--- src/rtl/y86_fetch_seq.sv ---
// Multi-cycle Y86-64 instruction fetch: reads the instruction at PC one byte per
// accepted request, decodes its length and fields, and strobes done with valP.
module y86_fetch_seq (
    input  logic        clk,
    input  logic        rst_n,
    input  logic        start,
    input  logic [63:0] PC,
    output logic        mem_req,
    output logic [63:0] mem_addr,
    input  logic [7:0]  mem_rdata,
    input  logic        mem_valid,
    input  logic        mem_err,
    output logic        done,
    output logic [3:0]  icode,
    output logic [3:0]  ifun,
    output logic [3:0]  rA,
    output logic [3:0]  rB,
    output logic [63:0] valC,
    output logic [63:0] valP,
    output logic        instr_valid,
    output logic        imem_error
);

    localparam int unsigned AW = 64;
    localparam int unsigned LW = 4;

    typedef enum logic [2:0] {
        S_IDLE,
        S_BYTE0,
        S_REGS,
        S_CONST,
        S_DONE
    } state_e;

    state_e          state_q;
    logic [AW-1:0]   pc_q;
    logic [AW-1:0]   addr_q;
    logic [AW-1:0]   valc_q;
    logic [AW-1:0]   valp_q;
    logic [3:0]      icode_q;
    logic [3:0]      ifun_q;
    logic [3:0]      ra_q;
    logic [3:0]      rb_q;
    logic [2:0]      cnt_q;
    logic            req_q;
    logic            done_q;
    logic            ivalid_q;
    logic            ierr_q;

    logic            accept_c;
    logic [3:0]      b0_code_c;
    logic [LW-1:0]   b0_len_c;

    // Instruction length in bytes from icode; unknown codes consume one byte.
    function automatic logic [LW-1:0] instr_len(input logic [3:0] c);
        case (c)
            4'h0, 4'h1, 4'h9:             return LW'(1);
            4'h2, 4'h6, 4'hA, 4'hB:       return LW'(2);
            4'h7, 4'h8:                   return LW'(9);
            4'h3, 4'h4, 4'h5:             return LW'(10);
            default:                      return LW'(1);
        endcase
    endfunction

    function automatic logic has_regs(input logic [3:0] c);
        return (instr_len(c) == LW'(2)) || (instr_len(c) == LW'(10));
    endfunction

    function automatic logic has_const(input logic [3:0] c);
        return instr_len(c) >= LW'(9);
    endfunction

    assign accept_c  = req_q && mem_valid;
    assign b0_code_c = mem_rdata[7:4];
    assign b0_len_c  = instr_len(b0_code_c);

    always_ff @(posedge clk or negedge rst_n) begin
        if (!rst_n) begin
            state_q  <= S_IDLE;
            pc_q     <= '0;
            addr_q   <= '0;
            valc_q   <= '0;
            valp_q   <= '0;
            icode_q  <= 4'h0;
            ifun_q   <= 4'h0;
            ra_q     <= 4'hF;
            rb_q     <= 4'hF;
            cnt_q    <= 3'd0;
            req_q    <= 1'b0;
            done_q   <= 1'b0;
            ivalid_q <= 1'b1;
            ierr_q   <= 1'b0;
        end else begin
            done_q <= 1'b0;
            if (accept_c) begin
                addr_q <= addr_q + AW'(1);
            end
            // Any erroring accept aborts the remaining bytes.
            if (accept_c && mem_err) begin
                ierr_q  <= 1'b1;
                req_q   <= 1'b0;
                done_q  <= 1'b1;
                state_q <= S_DONE;
                if (state_q == S_BYTE0) begin
                    valp_q <= pc_q + AW'(1);
                end
            end else begin
                case (state_q)
                    S_IDLE: begin
                        if (start) begin
                            pc_q    <= PC;
                            addr_q  <= PC;
                            ra_q    <= 4'hF;
                            rb_q    <= 4'hF;
                            valc_q  <= '0;
                            ierr_q  <= 1'b0;
                            req_q   <= 1'b1;
                            state_q <= S_BYTE0;
                        end
                    end
                    S_BYTE0: begin
                        if (accept_c) begin
                            icode_q  <= b0_code_c;
                            ifun_q   <= mem_rdata[3:0];
                            ivalid_q <= (b0_code_c <= 4'hB);
                            valp_q   <= pc_q + AW'(b0_len_c);
                            cnt_q    <= 3'd0;
                            if (has_regs(b0_code_c)) begin
                                state_q <= S_REGS;
                            end else if (has_const(b0_code_c)) begin
                                state_q <= S_CONST;
                            end else begin
                                req_q   <= 1'b0;
                                done_q  <= 1'b1;
                                state_q <= S_DONE;
                            end
                        end
                    end
                    S_REGS: begin
                        if (accept_c) begin
                            ra_q <= mem_rdata[7:4];
                            rb_q <= mem_rdata[3:0];
                            if (has_const(icode_q)) begin
                                state_q <= S_CONST;
                            end else begin
                                req_q   <= 1'b0;
                                done_q  <= 1'b1;
                                state_q <= S_DONE;
                            end
                        end
                    end
                    S_CONST: begin
                        if (accept_c) begin
                            valc_q[{cnt_q, 3'b000} +: 8] <= mem_rdata;
                            cnt_q <= cnt_q + 3'd1;
                            if (cnt_q == 3'd7) begin
                                req_q   <= 1'b0;
                                done_q  <= 1'b1;
                                state_q <= S_DONE;
                            end
                        end
                    end
                    S_DONE: begin
                        state_q <= S_IDLE;
                    end
                    default: begin
                        req_q   <= 1'b0;
                        state_q <= S_IDLE;
                    end
                endcase
            end
        end
    end

    assign mem_req     = req_q;
    assign mem_addr    = addr_q;
    assign done        = done_q;
    assign icode       = icode_q;
    assign ifun        = ifun_q;
    assign rA          = ra_q;
    assign rB          = rb_q;
    assign valC        = valc_q;
    assign valP        = valp_q;
    assign instr_valid = ivalid_q;
    assign imem_error  = ierr_q;

endmodule

--- config.mk ---
export PLATFORM = sky130hd
export DESIGN_NAME = y86_fetch_seq
export DESIGN_NICKNAME = d
export VERILOG_FILES = /design/src/rtl/y86_fetch_seq.sv
export SDC_FILE = /design/constraint.sdc
export NUM_CORES = 1
export LEC_CHECK = 0
export CAP_MARGIN = 10
export CORE_MARGIN = 4
export CORE_UTILIZATION = 46
export DETAILED_ROUTE_END_ITERATION = 8
export PLACE_DENSITY = 0.78
export SYNTH_ARGS = -nofsm -noshare
export SYNTH_HDL_FRONTEND = slang
export SYNTH_SLANG_ARGS = --single-unit
--- constraint.sdc ---
create_clock -name clk -period 3 [get_ports clk]
set_input_delay 0.9 -clock clk [delete_from_list [all_inputs] [get_ports clk]]
set_output_delay 0.9 -clock clk [all_outputs]
set_load 0.005 [all_outputs]
==> summary.txt <==
=======================================================================================
Result of the run                                                          finished clean
Slowest CP cell                                                            sky130_fd_sc_hd__or3_4
Ratio of final minimum period to clock period                                     99.4%
Highest ir drop seen on vdd                                                      459 uV
Chip height                                                                      177 um
Antenna violations before repair                                                      6
Nature of the critical path startpoint                                       input port
Most used flip-flop cell after synthesis                                   sky130_fd_sc_hd__dfrtp_1
Initial core utilization                                                          46.8%
Arr. time, crit path                                                            3.47 ns
Worst-case register-to-register setup slack                                     0.25 ns
RSZ-0062 raised after global routing                                                yes
Hold bufs inserted after CTS                                                          0
Area fraction in compound gates after synthesis                                   11.7%
Number of violations reported at the end of detailed-routing iteration 0           1102
Static Leakage                                                                  7.93 nW
Final wirelength                                                               41100 um
Via-per-instance ratio                                                             5.53
Insertion delay to the later sink of the worst-skew pair                        0.57 ns
Number of enable flip-flop cells after synthesis                                      0
Max-slew headroom                                                                 54.9%
Via count of the first global-routing pass                                        11500
Count of endpoints failing hold in the final timing report                            0
Xor and xnor fraction of the mapped netlist area                                  8.37%
Number of fillers in the final layout                                              2153
Buffer levels on the longest clock path                                               3
Placeable Area                                                               27900 um^2
Met3 usage in global routing                                                      6.09%
Mux contribution to synthesized area                                              1.09%
Layer with the highest usage after global routing                                  met2
Floorplan die area                                                           31200 um^2
Clock-pin slew on the worst setup and hold paths                                0.06 ns
Cts bufs inserted                                                                    30
Number of rows in the core area                                                      61
Pin count of the biggest net entering global routing                                 70
Post-synthesis average cell area                                              9.64 um^2
Data required, critical path                                                    3.49 ns
Cell seen most often among critical-path stages                            sky130_fd_sc_hd__or3_4
IO Port Bufs                                                                        288
Aggregate global-route resource usage                                             25.9%
Post-detailed-route DRC marker count                                                  0
Placed Cells                                                                       2034
Average wire per standard cell                                                  19.6 um
Max incr delay on CP                                                            0.40 ns
Final cell count without fillers                                                   2098
Number of H-tree levels                                                               1
Post-layout min period                                                          2.98 ns
Least-Margin Pin Slew                                                          0.672 ns
Max-Cap Viols                                                                         0
Congestion Overflow GR                                                                0
Met1 usage in global routing                                                      34.6%
Count of mapped cells out of synthesis                                             1356
Fraction of the mapped netlist area in simple logic gates                         21.3%
Fin util                                                                          65.4%
Path type of the worst setup path                                                in2reg
Number of sinks driven by the clock tree                                            282
Final setup violation count                                                           0
Iteration count of the initial detailed-routing pass                                  5
Most common library cell in the layout ignoring fill and taps              sky130_fd_sc_hd__nand2_1
Power density over the cells                                                429 nW/um^2
DP HPWL                                                                        30500 um
Skew final                                                                    0.0328 ns
Number of warnings printed during yosys synthesis                                     0
Min-delay worst type                                                           in2async
Clock tree from TritonCTS                                                          done
Top library cells by usage in the layout, fill and taps aside              sky130_fd_sc_hd__nand2_1 (301), sky130_fd_sc_hd__clkdlybuf4s50_1 (281), sky130_fd_sc_hd__dfrtp_1 (273)
Die X                                                                            177 um
DRT antenna net count                                                                 0
Adder-cell area share of the yosys netlist                                       0.918%
Cell area after synthesis                                                    13100 um^2
Top Ports                                                                           289
Worst Hold Slack                                                               0.271 ns
M2 GR Usage                                                                       41.7%
Cell at the root of the clock tree                                         sky130_fd_sc_hd__clkbuf_16
Net count of the mapped netlist                                                    1442
Count of nets after finishing                                                      1777
Synthesized flop and latch total                                                    282
Ordered list of cells on the worst path                                    buf_8 -> nor2b_4 -> and2_4 -> o21a_4 -> inv_2 -> ha_4 -> fa_2 -> a31oi_4 -> or3_4 -> or3_4 -> or3_4 -> xor2_2 -> o21ai_2
Wire length of the first global-routing pass                                   64200 um
Pins over their slew limit                                                            0
Register-to-Register Path Depth                                                      12
Layout overhead on the synthesized area                                           39.7%
Fraction of final layout cells sized beyond drive strength 1                      12.7%
Crit end category                                                             flip-flop
Distinct cells, synth                                                                51
Largest family of logic cells by synthesized area                          simple AND/OR/NAND/NOR gates
Peak fanout along the critical path                                                   3
Sequential fraction of the synthesis area                                         54.0%
Weighted congestion reported at the end of routability-driven placement           0.922
Async set-reset flop share out of synthesis                                        100%
DR vias                                                                           11600
Highest clock rate                                                              335 MHz
=======================================================================================
[layout make-up]
| cell class | instances | area, um^2 | share of cell area (%) |
|---|---|---|---|
| flip-flops and latches | 282 | 7070 | 38.7 |
| multi-input cells | 987 | 6000 | 32.8 |
| repair buffers | 366 | 3620 | 19.8 |
| clock buffers | 38 | 831 | 4.55 |
| well taps | 378 | 473 | 2.59 |
| clock inverters | 17 | 179 | 0.979 |
| inverters | 24 | 90.1 | 0.493 |
| diodes | 6 | 15.0 | 0.0822 |
[what timing repair did]
item                       CTS  global route
hold endpoints to repair     0             0
pin swaps                   13            13
cloned                       1             0
setup endpoints to repair   46            25
resized for setup           36             6
setup buffers                2             0
[path summary, 6_finish.rpt]
path	to	startpoint
setup / recovery	valP[30]	mem_rdata[6]
hold / removal	valP[39]	rst_n
setup reg to reg	valP[30]	mem_req
hold reg to reg	valP[49]	valP[49]
max in group asynchronous	rB[0]	rst_n
min in group clk	valP[49]	valP[49]
[routing by layer]
metal / vias to the layer above / wire (um)
met5: - / 0
met4: 0 / 1510
met3: 85 / 3540
met2: 483 / 19500
met1: 5679 / 16600
li1: 5347 / -
[cells in the mapped netlist, types with 24 or more instances]
cell                         n  area (um^2)
sky130_fd_sc_hd__clkbuf_1   52          195
sky130_fd_sc_hd__o21ai_0   118          591
sky130_fd_sc_hd__xor2_1     52          455
sky130_fd_sc_hd__nand3_1    46          230
sky130_fd_sc_hd__nand4_1    36          225
sky130_fd_sc_hd__a22o_1     64          561
sky130_fd_sc_hd__xnor2_1    73          639
sky130_fd_sc_hd__inv_1      24         90.1
sky130_fd_sc_hd__dfrtp_1   273         6830
sky130_fd_sc_hd__o21ai_1    28          140
sky130_fd_sc_hd__nor3_1     29          145
sky130_fd_sc_hd__nand2_1   304         1140
sky130_fd_sc_hd__nor2_1     78          293
[critical path, delay by kind of cell]
family          cells  cell delay (ns)
fa+ha+maj           2             0.36
xor+xnor            1             0.15
buf+inv             2             0.17
simple gates        5             1.44
compound gates      3             0.46
[stage by stage]
stage               power, mW  area (um^2)  setup slack [ns]  TNS, ns
global placement         4.18        17100             -1.00   -39.04
CTS                      7.90        18200          0.000621        0
global route             8.10        18300           -0.0255  -0.0351
detailed placement       4.18        17100             -1.09   -46.88
finish                   7.84        18300            0.0183        0
floorplan                3.93        13300            -0.446    -7.97
[state kept, by name (all words and copies together), names as in the netlist, 3 cells and up]
signal,count
state_q,3
rB,4
ifun,4
mem_addr,64
icode,4
pc_q,64
cnt_q,3
valC,64
valP,64
rA,4
[power by group]
part | total, mW | switching (mW) | internal, mW
Clock | 3.72 | 1.57 | 2.15
Sequential | 3.82 | 0.00443 | 3.82
Combinational | 0.298 | 0.159 | 0.139
[logic make-up (layout without fill, tap and decap cells)]
group	count (synthesis)	in the layout
adder cells (fa/ha/maj)	9	9
AO/OA/AOI/OAI	247	247
other	0	6
flip-flops	282	282
AND/OR/NAND/NOR	593	593
XOR/XNOR	125	125
multiplexers	13	13
buffers and inverters	87	445
(Power assumes the default switching activity.)
